--- config.mk ---
export PLATFORM = sky130hd
export DESIGN_NAME = in_decode_flat
export DESIGN_NICKNAME = d
export VERILOG_FILES = /design/src/rtl/in_decode_pkg.sv /design/src/rtl/in_decode_if.sv /design/src/rtl/in_decode_cmd_fifo.sv /design/src/rtl/in_decode.sv /design/src/flat_wrapper.sv
export SDC_FILE = /design/constraint.sdc
export NUM_CORES = 1
export LEC_CHECK = 0
export ABC_AREA = 1
export CAP_MARGIN = 5
export CORE_MARGIN = 2
export CORE_UTILIZATION = 54
export DETAILED_ROUTE_END_ITERATION = 10
export PLACE_DENSITY = 0.79
export SLEW_MARGIN = 20
export SYNTH_ARGS = -nofsm -noshare
export SYNTH_HDL_FRONTEND = slang
export SYNTH_HIERARCHICAL = 1
export SYNTH_SLANG_ARGS = --single-unit
--- constraint.sdc ---
create_clock -name clk -period 7.3 [get_ports clk]
set_input_delay 1.46 -clock clk [delete_from_list [all_inputs] [get_ports clk]]
set_output_delay 1.46 -clock clk [all_outputs]
set_load 0.01 [all_outputs]
--- src/rtl/in_decode_pkg.sv ---
// Shared types for the in_decode command dispatcher: opcodes, FSM states and the
// queued command record.
package in_decode_pkg;

  localparam int unsigned OpW   = 3;
  localparam int unsigned DataW = 32;

  typedef enum logic [OpW-1:0] {
    OP_ADD = 3'b000,
    OP_SUB = 3'b001,
    OP_MUL = 3'b010,
    OP_SIN = 3'b011,
    OP_COS = 3'b100
  } opcode_t;

  typedef enum logic [1:0] {
    IDLE  = 2'b00,
    ISSUE = 2'b01,
    WAIT  = 2'b10
  } state_t;

  typedef struct packed {
    opcode_t          op;
    logic [DataW-1:0] a;
    logic [DataW-1:0] b;
  } cmd_t;

  // Encodings 101-111 may sit in the FIFO; they are discarded at dispatch.
  function automatic logic op_legal(opcode_t op);
    return (OpW'(op) <= OpW'(OP_COS));
  endfunction

endpackage

--- src/rtl/in_decode_if.sv ---
// Bus between the CPU/arithmetic units (master side) and the in_decode dispatcher
// (slave side).
interface in_decode_if;

  logic        cpu_push;
  logic [2:0]  cpu_opcode;
  logic [31:0] cpu_a;
  logic [31:0] cpu_b;
  logic        add_done;
  logic        mul_done;
  logic        sine_done;
  logic        out_fifo_hold;

  logic [31:0] add_a;
  logic [31:0] add_b;
  logic [31:0] mul_a;
  logic [31:0] mul_b;
  logic [31:0] sine_in;
  logic        add_start;
  logic        mul_start;
  logic        sine_start;
  logic        add_sub;
  logic        sine_cos;
  logic        op_push;
  logic [2:0]  op_code;
  logic        cmd_full;
  logic        cmd_empty;
  logic        cmd_drop;
  logic        bad_op;
  logic        busy;

  modport master (
    output cpu_push, cpu_opcode, cpu_a, cpu_b, add_done, mul_done, sine_done, out_fifo_hold,
    input  add_a, add_b, mul_a, mul_b, sine_in, add_start, mul_start, sine_start, add_sub,
    input  sine_cos, op_push, op_code, cmd_full, cmd_empty, cmd_drop, bad_op, busy
  );

  modport slave (
    input  cpu_push, cpu_opcode, cpu_a, cpu_b, add_done, mul_done, sine_done, out_fifo_hold,
    output add_a, add_b, mul_a, mul_b, sine_in, add_start, mul_start, sine_start, add_sub,
    output sine_cos, op_push, op_code, cmd_full, cmd_empty, cmd_drop, bad_op, busy
  );

endinterface

--- src/rtl/in_decode_cmd_fifo.sv ---
// Command FIFO: circular buffer with registered full/empty/drop flags and a
// combinational head output.
module in_decode_cmd_fifo
  import in_decode_pkg::*;
#(
  parameter int unsigned DEPTH = 4
) (
  input  logic clk,
  input  logic rst,
  input  logic push_i,
  input  logic pop_i,
  input  cmd_t din_i,
  output cmd_t dout_o,
  output logic full_o,
  output logic empty_o,
  output logic drop_o
);

  localparam int unsigned PtrW = $clog2(DEPTH) + 1;
  localparam int unsigned IdxW = $clog2(DEPTH);
  localparam logic [PtrW-1:0] CntFull = PtrW'(DEPTH);
  localparam logic [PtrW-1:0] PtrLast = PtrW'(DEPTH - 1);

  cmd_t            mem_q [DEPTH];
  logic [PtrW-1:0] wptr_q, wptr_d;
  logic [PtrW-1:0] rptr_q, rptr_d;
  logic [PtrW-1:0] cnt_q, cnt_d;
  logic            full_q, empty_q, drop_q;
  logic            wr_en, rd_en;

  // Full is judged on the pre-edge count, so a pop in the same cycle cannot rescue a push.
  always_comb begin
    wr_en  = push_i && (cnt_q != CntFull);
    rd_en  = pop_i && (cnt_q != '0);
    wptr_d = wptr_q;
    rptr_d = rptr_q;
    cnt_d  = cnt_q;
    if (wr_en) wptr_d = (wptr_q == PtrLast) ? '0 : wptr_q + 1'b1;
    if (rd_en) rptr_d = (rptr_q == PtrLast) ? '0 : rptr_q + 1'b1;
    if (wr_en && !rd_en) cnt_d = cnt_q + 1'b1;
    if (!wr_en && rd_en) cnt_d = cnt_q - 1'b1;
  end

  always_ff @(posedge clk or posedge rst) begin
    if (rst) begin
      wptr_q  <= '0;
      rptr_q  <= '0;
      cnt_q   <= '0;
      full_q  <= 1'b0;
      empty_q <= 1'b1;
      drop_q  <= 1'b0;
    end else begin
      wptr_q  <= wptr_d;
      rptr_q  <= rptr_d;
      cnt_q   <= cnt_d;
      full_q  <= (cnt_d == CntFull);
      empty_q <= (cnt_d == '0);
      drop_q  <= push_i && !wr_en;
    end
  end

  always_ff @(posedge clk) begin
    if (wr_en) mem_q[wptr_q[IdxW-1:0]] <= din_i;
  end

  assign dout_o  = mem_q[rptr_q[IdxW-1:0]];
  assign full_o  = full_q;
  assign empty_o = empty_q;
  assign drop_o  = drop_q;

endmodule

--- src/rtl/in_decode.sv ---
// Input dispatcher: pops queued commands, drives operands and a start strobe to the
// target unit, and records the opcode for the output stage. One operation in flight.
module in_decode
  import in_decode_pkg::*;
#(
  parameter int unsigned DEPTH = 4
) (
  input logic        clk,
  input logic        rst,
  in_decode_if.slave bus
);

  state_t      state_q, state_d;
  opcode_t     op_q;
  cmd_t        fifo_din, head;
  logic        fifo_full, fifo_empty, fifo_drop;
  logic        pop, issue, discard, target_done;
  logic        bad_op_q;
  logic [31:0] add_a_q, add_b_q, mul_a_q, mul_b_q, sine_in_q;

  assign fifo_din = '{op: opcode_t'(bus.cpu_opcode), a: bus.cpu_a, b: bus.cpu_b};

  in_decode_cmd_fifo #(
    .DEPTH(DEPTH)
  ) u_cmd_fifo (
    .clk    (clk),
    .rst    (rst),
    .push_i (bus.cpu_push),
    .pop_i  (pop),
    .din_i  (fifo_din),
    .dout_o (head),
    .full_o (fifo_full),
    .empty_o(fifo_empty),
    .drop_o (fifo_drop)
  );

  always_comb begin
    unique case (op_q)
      OP_ADD, OP_SUB: target_done = bus.add_done;
      OP_MUL:         target_done = bus.mul_done;
      default:        target_done = bus.sine_done;
    endcase
  end

  always_comb begin
    state_d = state_q;
    pop     = 1'b0;
    issue   = 1'b0;
    discard = 1'b0;
    unique case (state_q)
      IDLE: begin
        // Hold only gates dispatch here; an operation already issued runs to completion.
        if (!fifo_empty && !bus.out_fifo_hold) begin
          pop = 1'b1;
          if (op_legal(head.op)) begin
            issue   = 1'b1;
            state_d = ISSUE;
          end else begin
            discard = 1'b1;
          end
        end
      end
      ISSUE:   state_d = WAIT;
      WAIT:    if (target_done) state_d = IDLE;
      default: state_d = IDLE;
    endcase
  end

  always_ff @(posedge clk or posedge rst) begin
    if (rst) begin
      state_q  <= IDLE;
      op_q     <= OP_ADD;
      bad_op_q <= 1'b0;
    end else begin
      state_q  <= state_d;
      bad_op_q <= discard;
      if (issue) op_q <= head.op;
    end
  end

  // Only the selected unit's operands are loaded; the others keep their last value.
  always_ff @(posedge clk or posedge rst) begin
    if (rst) begin
      add_a_q   <= '0;
      add_b_q   <= '0;
      mul_a_q   <= '0;
      mul_b_q   <= '0;
      sine_in_q <= '0;
    end else if (issue) begin
      unique case (head.op)
        OP_ADD, OP_SUB: begin
          add_a_q <= head.a;
          add_b_q <= head.b;
        end
        OP_MUL: begin
          mul_a_q <= head.a;
          mul_b_q <= head.b;
        end
        default: sine_in_q <= head.a;
      endcase
    end
  end

  assign bus.add_a      = add_a_q;
  assign bus.add_b      = add_b_q;
  assign bus.mul_a      = mul_a_q;
  assign bus.mul_b      = mul_b_q;
  assign bus.sine_in    = sine_in_q;
  assign bus.add_start  = (state_q == ISSUE) && ((op_q == OP_ADD) || (op_q == OP_SUB));
  assign bus.mul_start  = (state_q == ISSUE) && (op_q == OP_MUL);
  assign bus.sine_start = (state_q == ISSUE) && ((op_q == OP_SIN) || (op_q == OP_COS));
  assign bus.add_sub    = (op_q == OP_SUB);
  assign bus.sine_cos   = (op_q == OP_COS);
  assign bus.op_push    = (state_q == ISSUE);
  assign bus.op_code    = 3'(op_q);
  assign bus.cmd_full   = fifo_full;
  assign bus.cmd_empty  = fifo_empty;
  assign bus.cmd_drop   = fifo_drop;
  assign bus.bad_op     = bad_op_q;
  assign bus.busy       = (state_q != IDLE);

endmodule

--- src/flat_wrapper.sv ---
// flat-port wrapper written by rule: the top's interface ports become plain ports
module in_decode_flat import in_decode_pkg::*;
#(
  parameter int unsigned DEPTH = 4
)
  (clk, rst, bus_cpu_push, bus_cpu_opcode, bus_cpu_a, bus_cpu_b, bus_add_done, bus_mul_done, bus_sine_done, bus_out_fifo_hold, bus_add_a, bus_add_b, bus_mul_a, bus_mul_b, bus_sine_in, bus_add_start, bus_mul_start, bus_sine_start, bus_add_sub, bus_sine_cos, bus_op_push, bus_op_code, bus_cmd_full, bus_cmd_empty, bus_cmd_drop, bus_bad_op, bus_busy);
  in_decode_if bus_i ();
  input logic clk;
  input logic rst;
  input wire logic [$bits(bus_i.cpu_push)-1:0] bus_cpu_push;
  input wire logic [$bits(bus_i.cpu_opcode)-1:0] bus_cpu_opcode;
  input wire logic [$bits(bus_i.cpu_a)-1:0] bus_cpu_a;
  input wire logic [$bits(bus_i.cpu_b)-1:0] bus_cpu_b;
  input wire logic [$bits(bus_i.add_done)-1:0] bus_add_done;
  input wire logic [$bits(bus_i.mul_done)-1:0] bus_mul_done;
  input wire logic [$bits(bus_i.sine_done)-1:0] bus_sine_done;
  input wire logic [$bits(bus_i.out_fifo_hold)-1:0] bus_out_fifo_hold;
  output wire logic [$bits(bus_i.add_a)-1:0] bus_add_a;
  output wire logic [$bits(bus_i.add_b)-1:0] bus_add_b;
  output wire logic [$bits(bus_i.mul_a)-1:0] bus_mul_a;
  output wire logic [$bits(bus_i.mul_b)-1:0] bus_mul_b;
  output wire logic [$bits(bus_i.sine_in)-1:0] bus_sine_in;
  output wire logic [$bits(bus_i.add_start)-1:0] bus_add_start;
  output wire logic [$bits(bus_i.mul_start)-1:0] bus_mul_start;
  output wire logic [$bits(bus_i.sine_start)-1:0] bus_sine_start;
  output wire logic [$bits(bus_i.add_sub)-1:0] bus_add_sub;
  output wire logic [$bits(bus_i.sine_cos)-1:0] bus_sine_cos;
  output wire logic [$bits(bus_i.op_push)-1:0] bus_op_push;
  output wire logic [$bits(bus_i.op_code)-1:0] bus_op_code;
  output wire logic [$bits(bus_i.cmd_full)-1:0] bus_cmd_full;
  output wire logic [$bits(bus_i.cmd_empty)-1:0] bus_cmd_empty;
  output wire logic [$bits(bus_i.cmd_drop)-1:0] bus_cmd_drop;
  output wire logic [$bits(bus_i.bad_op)-1:0] bus_bad_op;
  output wire logic [$bits(bus_i.busy)-1:0] bus_busy;
  assign bus_i.cpu_push = bus_cpu_push;
  assign bus_i.cpu_opcode = bus_cpu_opcode;
  assign bus_i.cpu_a = bus_cpu_a;
  assign bus_i.cpu_b = bus_cpu_b;
  assign bus_i.add_done = bus_add_done;
  assign bus_i.mul_done = bus_mul_done;
  assign bus_i.sine_done = bus_sine_done;
  assign bus_i.out_fifo_hold = bus_out_fifo_hold;
  assign bus_add_a = bus_i.add_a;
  assign bus_add_b = bus_i.add_b;
  assign bus_mul_a = bus_i.mul_a;
  assign bus_mul_b = bus_i.mul_b;
  assign bus_sine_in = bus_i.sine_in;
  assign bus_add_start = bus_i.add_start;
  assign bus_mul_start = bus_i.mul_start;
  assign bus_sine_start = bus_i.sine_start;
  assign bus_add_sub = bus_i.add_sub;
  assign bus_sine_cos = bus_i.sine_cos;
  assign bus_op_push = bus_i.op_push;
  assign bus_op_code = bus_i.op_code;
  assign bus_cmd_full = bus_i.cmd_full;
  assign bus_cmd_empty = bus_i.cmd_empty;
  assign bus_cmd_drop = bus_i.cmd_drop;
  assign bus_bad_op = bus_i.bad_op;
  assign bus_busy = bus_i.busy;
  in_decode #(.DEPTH(DEPTH)) u_core (.clk(clk), .rst(rst), .bus(bus_i));
endmodule
# Word-level counts from Yosys, hierarchy flattened
# Memories as Yosys holds them, arrays and structs flattened.
# Index checks and enable logic that the tools add are counted.
dict set report totals {
  ff_bits 178
  mem_bits_rw 268
  in_bits 74
  output_inout_bits 174
  memories 1
  elab_cells 83
}
# memory depth width rd rd_ports_with_merged_regs write_ports line
set mem_list {}
lappend mem_list {u_core.u_cmd_fifo.mem_q 4 67 1 0 1 in_decode_cmd_fifo.sv:24} ;# cmd_t mem_q [DEPTH];
dict set report classes {
  magnitude_cmp 1
  eq_ne 15
  bitwise 1
  add_sub_neg 4
  muxes 19
  n_reduce_logical 28
}
# op n
set ops {}
lappend ops {{3-bit by 2-bit equality test with 1-bit output (second input constant)} 5}
lappend ops {{3-bit 2-to-1 mux} 4}
lappend ops {{1-bit 2-to-1 mux} 10}
lappend ops {{3-bit by 1-bit adder with 3-bit output (second input constant)} 3}
lappend ops {{1-bit logical AND} 9}
lappend ops {{3-bit logical NOT} 3}
lappend ops {{3-bit by 1-bit equality test with 1-bit output (second input constant)} 2}
lappend ops {{3-bit equality test (second input constant)} 2}
lappend ops {{2-bit 2-to-1 mux} 3}
lappend ops {{2-bit by 1-bit != test with 1-bit output (second input constant)} 3}
lappend ops {{2-bit one-hot mux with 3 select lines} 1}
lappend ops {{2-bit AND reduction} 3}
lappend ops {{1-bit logical NOT} 4}
lappend ops {{2-bit OR reduction} 2}
lappend ops {{3-bit less-or-equal comparator (second input constant)} 1}
lappend ops {{3-bit != test (second input constant)} 1}
lappend ops {{3-bit AND reduction} 1}
lappend ops {{3-bit nonzero test} 1}
lappend ops {{3-bit OR reduction} 1}
lappend ops {{3-bit by 1-bit subtractor with 3-bit output (second input constant)} 1}
lappend ops {{2-bit by 1-bit equality test with 1-bit output (second input constant)} 1}
lappend ops {{2-bit equality test (second input constant)} 1}
lappend ops {{2-bit logical NOT} 1}
lappend ops {{1-bit logical OR} 2}
lappend ops {{3 further kinds} 3}

# Longest topological paths before layout
# Gate-level depths: netlist of the first run.
dict set report logic_depth {
  depth_word 10
  depth_mapped 13
  depth_no_buf 10
}

# Hierarchy
# The synthesis of the first run kept the hierarchy.
# module area_per_inst_um2 instances cells_each
set by_module_without_submodules {}
lappend by_module_without_submodules {in_decode_cmd_fifo 10576.4 1 735}
lappend by_module_without_submodules {in_decode 6642.6 1 751}

# Least setup slack after synthesis of the first run
# OpenSTA, ideal clock, no wires.
dict set report synth_path {
  path_kind {input port to flip-flop}
  from {input bus_cpu_push}
  to {memory u_core/u_cmd_fifo/mem_q[0][0] (netlist name), enable pin}
  cell_stages 2
  path_buffers 0
  slack_ns 2.462
  t_arrival_ns 4.345
  required_time_ns 6.808
  cell_sequence {nand2_4 nor2_1}
}
dict set report synth_via {
  elab_chain_len 3
}
# item line
set synth_rtl {}
lappend synth_rtl {{start: declaration} flat_wrapper.sv:10} ;# input wire logic [$bits(bus_i.cpu_push)-1:0] bus_cpu_push;
lappend synth_rtl {{1-bit logical AND} in_decode_cmd_fifo.sv:33} ;# wr_en = push_i && (cnt_q != CntFull);
lappend synth_rtl {{1-bit 2-to-1 mux} in_decode_cmd_fifo.sv:63} ;# if (wr_en) mem_q[wptr_q[IdxW-1:0]] <= din_i;
lappend synth_rtl {{1-bit 2-to-1 mux (not written as such)} in_decode_cmd_fifo.sv:63}
lappend synth_rtl {{end: declaration} in_decode_cmd_fifo.sv:24}
# Every way passes these cells.

==> results of run 1 <==
==> worst max-delay path by stage <==
stage	end	slack, ns
3_5_place_dp	u_core/bus.mul_a[7]$_DFFE_PP0P_	3.20
5_1_grt	u_core/bus.sine_in[7]$_DFFE_PP0P_	3.16
2_1_floorplan	u_core/bus.add_a[0]$_DFFE_PP0P_	1.35
4_1_cts	u_core/bus.sine_in[7]$_DFFE_PP0P_	3.45
6_report	u_core/bus.sine_in[4]$_DFFE_PP0P_	3.46
3_3_place_gp	u_core/u_cmd_fifo/mem_q[3][62]$_DFFE_PP_	3.32
==> cells in the mapped netlist (2+ instances only) <==
cell | number | area [um2]
inv_2 | 5 | 18.8
a21oi_1 | 4 | 20.0
dfrtp_1 | 177 | 4430
o21ai_1 | 4 | 20.0
edfxtp_1 | 268 | 8050
buf_2 | 45 | 225
inv_1 | 27 | 101
nor2_1 | 154 | 578
clkbuf_1 | 34 | 128
ha_1 | 8 | 100
buf_4 | 10 | 75.1
a21oi_2 | 2 | 17.5
o22ai_1 | 67 | 419
nand3_1 | 166 | 831
o21ai_0 | 140 | 701
nand2_2 | 5 | 31.3
nor2_2 | 2 | 12.5
nand2_4 | 3 | 33.8
nand2_1 | 353 | 1330
buf_1 | 4 | 15.0
==> critical path, cell delays in order (launching register included) <==
cell and delay (ns):
dfrtp_2 0.36, buf_4 0.61, o21ai_0 0.20, o22ai_1 0.66
inv_2 0.08, nand2_2 0.61, nand3_2 0.80, nand2_1 0.26
nand2_1 0.10
==> per-layer routing <==
layer  wire [um]  part of all wire, %
met3        3640                  8.5
met1       17000                   40
met2       21000                   49
met5          41                0.095
met4        1310                  3.1
==> per-stage QoR <==
stage	utilization, %	hold WS [ns]
2_1_floorplan	-	0.453
3_3_place_gp	63.4	0.453
3_5_place_dp	63.4	0.458
4_1_cts	67.9	0.473
5_1_grt	68.0	0.488
6_report	68.0	0.471
==> final cells by class <==
type | count | area, um2
inverter | 33 | 131
clock buffer | 58 | 1220
timing repair buffer | 262 | 2600
tap | 402 | 503
antenna | 7 | 17.5
fill | 2181 | 10100
clock inverter | 23 | 208
multi-input combinational | 914 | 4220
sequential | 446 | 12500
==> cell families after synthesis <==
group                    count (synthesis)  synth area share, %
flip-flops                             446                 72.6
AO/OA/AOI/OAI                          217                 6.84
buffers and inverters                  126                 3.31
AND/OR/NAND/NOR                        689                 16.7
adder cells (fa/ha/maj)                  8                0.581
==> power by group through the flow <==
stage / clock [W] / combinational, W / sequential, W
2_1_floorplan: 0 / 0.00190 / 0.00402
3_3_place_gp: 0 / 0.00358 / 0.00388
3_5_place_dp: 0 / 0.00370 / 0.00390
4_1_cts: 0.00224 / 0.00373 / 0.00387
5_1_grt: 0.00235 / 0.00409 / 0.00394
6_report: 0.00222 / 0.00376 / 0.00387
==> flip-flops by register name (all words and copies together), names as in the netlist, 3 cells and up <==
name / cells
u_core/u_cmd_fifo/mem_q: 268
u_core/bus.mul_a: 32
u_core/bus.sine_in: 32
u_core/u_cmd_fifo/rptr_q: 3
u_core/bus.mul_b: 32
u_core/bus.add_a: 32
u_core/bus.op_code: 3
u_core/bus.add_b: 32
u_core/u_cmd_fifo/cnt_q: 3
u_core/u_cmd_fifo/wptr_q: 3
==> run summary, run 1 <==
status -> finished, final reports clean
Die Area -> 33,300 um2
die span in x -> 183 um
Reg2Reg Depth -> 8
Worst Tran Pin Value -> 1.09 ns
Post-synth EDFFs -> 268
synthesis warning total -> 6
area of the core -> 31,500 um2
P&R area growth vs syn -> 24.3%
Logic pwr share -> 38.2%
met2 Use GR -> 42.6%
clock latency on the worst-skew pair -> 0.55 ns
dpl hpwl -> 24,800 um
startpoint class of the critical path -> register
WL per Instance -> 20.0 um
H-tree lvl count -> 2
Rows -> 65
DRC -> 0
pwr dens -> 460 nW/um2
share of cells above drive strength 1 -> 6.74%
max-cap viol count -> 0
NetSw -> 0.00370 W
Yosys cell types -> 28
Switching Share -> 37.5%
Worst setup EP type -> register
most frequent cells in the layout -> nand2_1 (351), edfxtp_1 (268), clkdlybuf4s50_1 (247)
fmax -> 261 MHz
final WL -> 42,900 um
Power Internal -> 0.00615 W
Yosys reg bits -> 446
CTS tree -> built
Post-DRT Antenna Nets -> 0
CTS clk-pin slew, worst paths -> 0.06 ns
initial antenna violation count -> 10
Tot Pwr -> 0.00985 W
worst setup margin -> 3.46 ns
Port Buffers -> 247
Clock Skew -> 0.0210 ns
I/O Pins -> 248
Mapped Cells -> 1,486
largest net degree at the start of global routing -> 108
Initial Utilization -> 54.7%
P_leak -> 8.65 nW
Post-CTS Setup Bufs -> 0
GRT busiest layer -> met2
final non-filler cell area -> 21,400 um2
critical path data required time -> 7.71 ns
1st-iter DRT viols -> 973
Synth Cell Area -> 17,200 um2
global-route wire length before repair -> 66,500 um
hold_buf cts -> 0
grt ovf -> 0
max_slew headroom -> 27.3%
Seq/Total Area, Yosys -> 72.6%
Mapped Avg Cell Area -> 11.6 um2
Reg2Reg Launch Point -> u_core/u_cmd_fifo/rptr_q[1]$_DFFE_PP0P_
Post-synth ARST share -> 39.9%
GR Util met1 -> 33.1%
hold depth -> 2
Slew Viols, Final -> 0
area post-placement -> 19,900 um2
Critical Path Start -> u_core/u_cmd_fifo/rptr_q[1]$_DFFE_PP0P_
total CTS buffers -> 44
final number of setup-violating endpoints -> 0
Mapped Nets -> 1,568
CP Max Fanout -> 68
GPL Wtd Cong -> 0.800
fin crit period -> 3.84 ns
Critical Setup Path Class -> reg2reg
TNS Setup -> 0 ns
Post-Place Setup Slack -> 3.20 ns
RSZ-0062 raised after global routing -> false
Final period util -> 52.6%
Main synth FF type -> edfxtp_1
clock buffer depth -> 3
most common cell after layout, fill and taps aside -> nand2_1
placed insts -> 2,056
Clk network pwr share -> 22.6%
vias in the first global route -> 12,310
# nets final -> 1,783
met3 Usage GRT -> 5.63%
HP Class -> reg2reg
GRT Overall Usage -> 25.6%
Final Hold Fails -> 0
Die H -> 183 um
worst hold start -> u_core/bus.mul_a[11]$_DFFE_PP0P_
DR vias/cell -> 5.71
Clock Sinks -> 446
Critical Path AT -> 4.25 ns
via count -> 12,253
Resized cells post-CTS -> 0
Reg power frac -> 39.3%
Root Buffer -> clkbuf_16
R2R setup slack -> 3.46 ns
Hold EP -> u_core/bus.mul_a[11]$_DFFE_PP0P_
First-pass DRT Iterations -> 5
peak supply drop -> 0.406 mV
Reg-to-Reg End -> u_core/bus.sine_in[4]$_DFFE_PP0P_
fin cells -> 2,145
(Power assumes the default switching activity.)
==> inputs of run 2 (changes only) <==
==> constraint.sdc (replaced) <==
create_clock -name clk -period 3.6 [get_ports clk]
set_input_delay 0.72 -clock clk [delete_from_list [all_inputs] [get_ports clk]]
set_output_delay 0.72 -clock clk [all_outputs]
set_load 0.01 [all_outputs]
==> run 2 against run 1 <==
Sequential share of layout area is 0.95 points lower. Worst hold slack worse by 0.0031 ns. Sequential power is 100% higher. Global-route usage is 0.10 points higher. Clock power is 130% higher. Cell area is 1.6% higher. Cell count is 0.37% higher. Fmax is 35% higher. Via count is 0.64% higher. Count of clock-buffer cells in the layout is 1 higher. Power is 110% higher. Largest power group unchanged.
==> run summary, run 2 (synthesis gave the netlist of run 1 again) <==
status -> finished, final reports clean
1st-iter DRT viols -> 1,106
fmax -> 351 MHz
hold_buf cts -> 0
clock latency on the worst-skew pair -> 0.54 ns
max_slew headroom -> 37.2%
Final Hold Fails -> 0
vias in the first global route -> 12,337
pwr dens -> 948 nW/um2
HP Class -> reg2reg
most common cell after layout, fill and taps aside -> nand2_1
max-cap viol count -> 0
Post-DRT Antenna Nets -> 0
share of cells above drive strength 1 -> 7.78%
Worst setup EP type -> register
critical path data required time -> 4.07 ns
Clock Sinks -> 446
CTS tree -> built
GRT Overall Usage -> 25.7%
Resized cells post-CTS -> 0
Critical Path AT -> 3.32 ns
die span in x -> 183 um
fin cells -> 2,153
clock buffer depth -> 3
WL per Instance -> 19.9 um
fin crit period -> 2.85 ns
largest net degree at the start of global routing -> 89
Initial Utilization -> 54.7%
Clock Skew -> 0.0125 ns
peak supply drop -> 0.663 mV
DR vias/cell -> 5.73
CTS clk-pin slew, worst paths -> 0.06 ns
Slew Viols, Final -> 0
First-pass DRT Iterations -> 7
dpl hpwl -> 25,000 um
CP Max Fanout -> 64
most frequent cells in the layout -> nand2_1 (352), edfxtp_1 (268), clkdlybuf4s50_1 (247)
via count -> 12,331
hold slack final -> 0.468 ns
I/O Pins -> 248
number of flip-flops in the largest register -> 268
P_leak -> 8.83 nW
placed insts -> 2,068
Root Buffer -> clkbuf_16
Critical Setup Path Class -> reg2reg
Rows -> 65
total CTS buffers -> 44
Die Area -> 33,300 um2
Port Buffers -> 247
DRC -> 0
worst setup margin -> 0.752 ns
final number of setup-violating endpoints -> 0
Post-CTS Setup Bufs -> 0
Worst Tran Pin Value -> 0.942 ns
Post-Place Setup Slack -> 0.233 ns
initial antenna violation count -> 4
H-tree lvl count -> 2
startpoint class of the critical path -> register
P&R area growth vs syn -> 26.3%
Final period util -> 79.1%
final WL -> 42,800 um
# nets final -> 1,795
Die H -> 183 um
area of the core -> 31,500 um2
Filler cells -> 2,181
global-route wire length before repair -> 66,700 um
RSZ-0062 raised after global routing -> false
grt ovf -> 0
GPL Wtd Cong -> 0.777
[run 2: changes by cell type in the layout (fill, tap and decap cells not counted), moves of 2 or more]
cell | before | now
diode_2 | 7 | 2
clkinv_2 | 10 | 7
buf_4 | 14 | 19
bufinv_16 | 3 | 8
clkbuf_1 | 10 | 4
clkbuf_8 | 2 | 8
clkinv_1 | 4 | 2
buf_12 | 1 | 7
[run 2: path summary, 6_finish.rpt]
kind | end | start | slack [ns] | cells past startpoint
max in group asynchronous | u_core/bus.add_a[5]$_DFFE_PP0P_ | rst | 2.42 | 3
min in group asynchronous | u_core/u_cmd_fifo/full_o$_DFF_PP0_ | rst | 0.59 | 2
max reg2reg | u_core/bus.mul_a[31]$_DFFE_PP0P_ | u_core/u_cmd_fifo/rptr_q[1]$_DFFE_PP0P_ | 0.75 | 10
min | u_core/bus.sine_in[17]$_DFFE_PP0P_ | u_core/bus.sine_in[17]$_DFFE_PP0P_ | 0.47 | 2
max | u_core/bus.mul_a[31]$_DFFE_PP0P_ | u_core/u_cmd_fifo/rptr_q[1]$_DFFE_PP0P_ | 0.75 | 10
min reg2reg | u_core/bus.sine_in[17]$_DFFE_PP0P_ | u_core/bus.sine_in[17]$_DFFE_PP0P_ | 0.47 | 2
[run 2: report_power, final]
part	internal [W]	switching [W]
logic	0.00296	0.00485
registers	0.00703	0.000783
clock network	0.00309	0.00191
total	0.0131	0.00754
[run 2: per-layer routing]
layer  track usage (%)  share of wire [%]  vias to the layer above
li1                  -                  -                     5600
met1              33.3                 39                     6015
met2              43.4                 49                      619
met3              5.71                8.9                       93
met4              8.71                2.8                        4
met5                 0              0.061                        -
[run 2: layout make-up]
cell class	count	area, um2	area share [%]
sequential	446	12500	57.5
multi-input combinational	914	4210	19.4
timing repair buffer	274	2780	12.8
clock buffer	59	1280	5.90
tap	402	503	2.31
clock inverter	23	329	1.51
inverter	33	130	0.598
antenna	2	5.00	0.0230
[run 2: metrics by stage]
stage | setup TNS, ns | area (um2) | power (W) | utilization [%]
finish | 0 | 21800 | 0.0206 | 69.1
global route | 0 | 21800 | 0.0217 | 69.1
CTS | 0 | 21700 | 0.0207 | 69.0
detailed placement | 0 | 20100 | 0.0156 | 63.9
global placement | 0 | 20100 | 0.0153 | 63.9
floorplan | -153.76 | 17200 | 0.0120 | -
[run 2: critical path: stages (launching register included)]
cell and delay, ns:
dfrtp_2 0.57, inv_2 0.20, o21ai_0 0.12, o22ai_1 0.09, buf_4 0.17, inv_2 0.05
nor2_1 0.06, nor2_4 0.51, buf_4 0.65, nand3_1 0.20, nand2_1 0.13
==> inputs of run 3 (changes only) <==
==> constraint.sdc (replaced) <==
create_clock -name clk -period 2.7 [get_ports clk]
set_input_delay 0.54 -clock clk [delete_from_list [all_inputs] [get_ports clk]]
set_output_delay 0.54 -clock clk [all_outputs]
set_load 0.01 [all_outputs]
==> run 3 against run 2 <==
Wire length down 0.75%. Cell count up 0.19%. Critical path depth down 2. Flip-flop and latch count unchanged. Register-to-register slack worse by 0.55 ns. Die area unchanged. Non-clock buffer count up 7. Fmax up 14%. Sequential share of layout area up 0.47 points. Count of clock-buffer cells in the layout down 3. Global-route usage down 0.34 points.
==> run summary, run 3 (synthesis gave the netlist of run 1 again) <==
DR vias/cell -> 5.70
vias in the first global route -> 12,135
P&R area growth vs syn -> 25.3%
max_slew headroom -> 48.6%
share of cells above drive strength 1 -> 7.52%
largest net degree at the start of global routing -> 77
CTS tree -> built
Port Buffers -> 247
global-route wire length before repair -> 65,800 um
via count -> 12,294
fmax -> 400 MHz
First-pass DRT Iterations -> 5
1st-iter DRT viols -> 1,197
Rows -> 65
max-cap viol count -> 0
most common cell after layout, fill and taps aside -> nand2_1
Post-Place Setup Slack -> 0.268 ns
GRT Overall Usage -> 25.4%
I/O Pins -> 248
H-tree lvl count -> 2
Worst Tran Pin Value -> 0.771 ns
total CTS buffers -> 44
clock latency on the worst-skew pair -> 0.54 ns
Clock Skew -> 0.0207 ns
HP Class -> in2async
status -> finished, final reports clean
Post-CTS Setup Bufs -> 0
hold_buf cts -> 0
Slew Viols, Final -> 0
# nets final -> 1,802
Worst setup EP type -> register
hold slack final -> 0.422 ns
Die Area -> 33,300 um2
most frequent cells in the layout -> nand2_1 (352), edfxtp_1 (268), clkdlybuf4s50_1 (247)
startpoint class of the critical path -> register
clock buffer depth -> 3
Resized cells post-CTS -> 0
WL per Instance -> 19.7 um
R2R setup slack -> 0.20 ns
CTS clk-pin slew, worst paths -> 0.06 ns
number of flip-flops in the largest register -> 268
Critical Path AT -> 2.97 ns
Clock Sinks -> 446
Final Hold Fails -> 0
P_leak -> 8.75 nW
RSZ-0062 raised after global routing -> false
Diodes inserted -> 0
GPL Wtd Cong -> 0.790
dpl hpwl -> 25,600 um
grt ovf -> 0
Tot Pwr -> 0.0266 W
critical path data required time -> 3.17 ns
Die H -> 183 um
peak supply drop -> 1.08 mV
Final period util -> 92.5%
die span in x -> 183 um
area of the core -> 31,500 um2
Root Buffer -> clkbuf_16
DRC -> 0
final number of setup-violating endpoints -> 0
final WL -> 42,500 um
Post-DRT Antenna Nets -> 0
Critical Setup Path Class -> reg2reg
initial antenna violation count -> 1
fin crit period -> 2.50 ns
Initial Utilization -> 54.7%
Filler cells -> 2,145
pwr dens -> 1230 nW/um2
CP Max Fanout -> 31
worst setup margin -> 0.201 ns
-- run 3: power by group --
group          switching, W  internal, W  leakage, nW
Combinational       0.00647      0.00394         3.35
Sequential         0.000989      0.00938         4.72
Clock               0.00248      0.00339        0.680
-- run 3: metrics by stage --
stage	TNS [ns]	utilization (%)	std cells	area, um2
3_3_place_gp	0	64.1	2076	20200
4_1_cts	0	68.6	2157	21600
3_5_place_dp	0	64.1	2076	20200
2_1_floorplan	-394.96	-	1486	17200
6_report	0	68.6	2157	21600
5_1_grt	0	68.6	2157	21600
-- run 3: per-layer routing --
layer	up-vias	global-route usage, %	share of wire (%)
met5	-	0	0.031
met4	2	8.32	2.5
met3	85	4.67	8.4
met2	634	43.2	49
met1	5965	33.3	40
li1	5608	-	-
-- run 3: worst paths after layout --
check,startpoint,to,depth (start not counted)
setup / recovery,u_core/u_cmd_fifo/rptr_q[0]$_DFFE_PP0P_,u_core/bus.sine_in[19]$_DFFE_PP0P_,8
hold / removal,rst,u_core/u_cmd_fifo/full_o$_DFF_PP0_,2
setup reg to reg,u_core/u_cmd_fifo/rptr_q[0]$_DFFE_PP0P_,u_core/bus.sine_in[19]$_DFFE_PP0P_,8
hold reg to reg,u_core/bus.add_b[31]$_DFFE_PP0P_,u_core/bus.add_b[31]$_DFFE_PP0P_,2
max in group asynchronous,rst,u_core/bus.mul_a[24]$_DFFE_PP0P_,3
min in group clk,u_core/bus.add_b[31]$_DFFE_PP0P_,u_core/bus.add_b[31]$_DFFE_PP0P_,2
-- run 3: final cells by class --
class / instances / area, um2 / share of cell area, %
flip-flops and latches: 446 / 12500 / 58.0
well taps: 402 / 503 / 2.33
clock inverters: 25 / 221 / 1.03
inverters: 33 / 130 / 0.603
clock buffers: 56 / 1180 / 5.45
multi-input cells: 914 / 4210 / 19.5
repair buffers: 281 / 2830 / 13.1
-- run 3: critical path: stages (launching register included) --
cell and delay [ns]:
dfrtp_4 0.57, inv_4 0.13, o21ai_0 0.08, o22ai_1 0.53, o21ai_1 0.33, nand3_1 0.21, buf_4 0.37, nand2_1 0.12
nand2_1 0.09
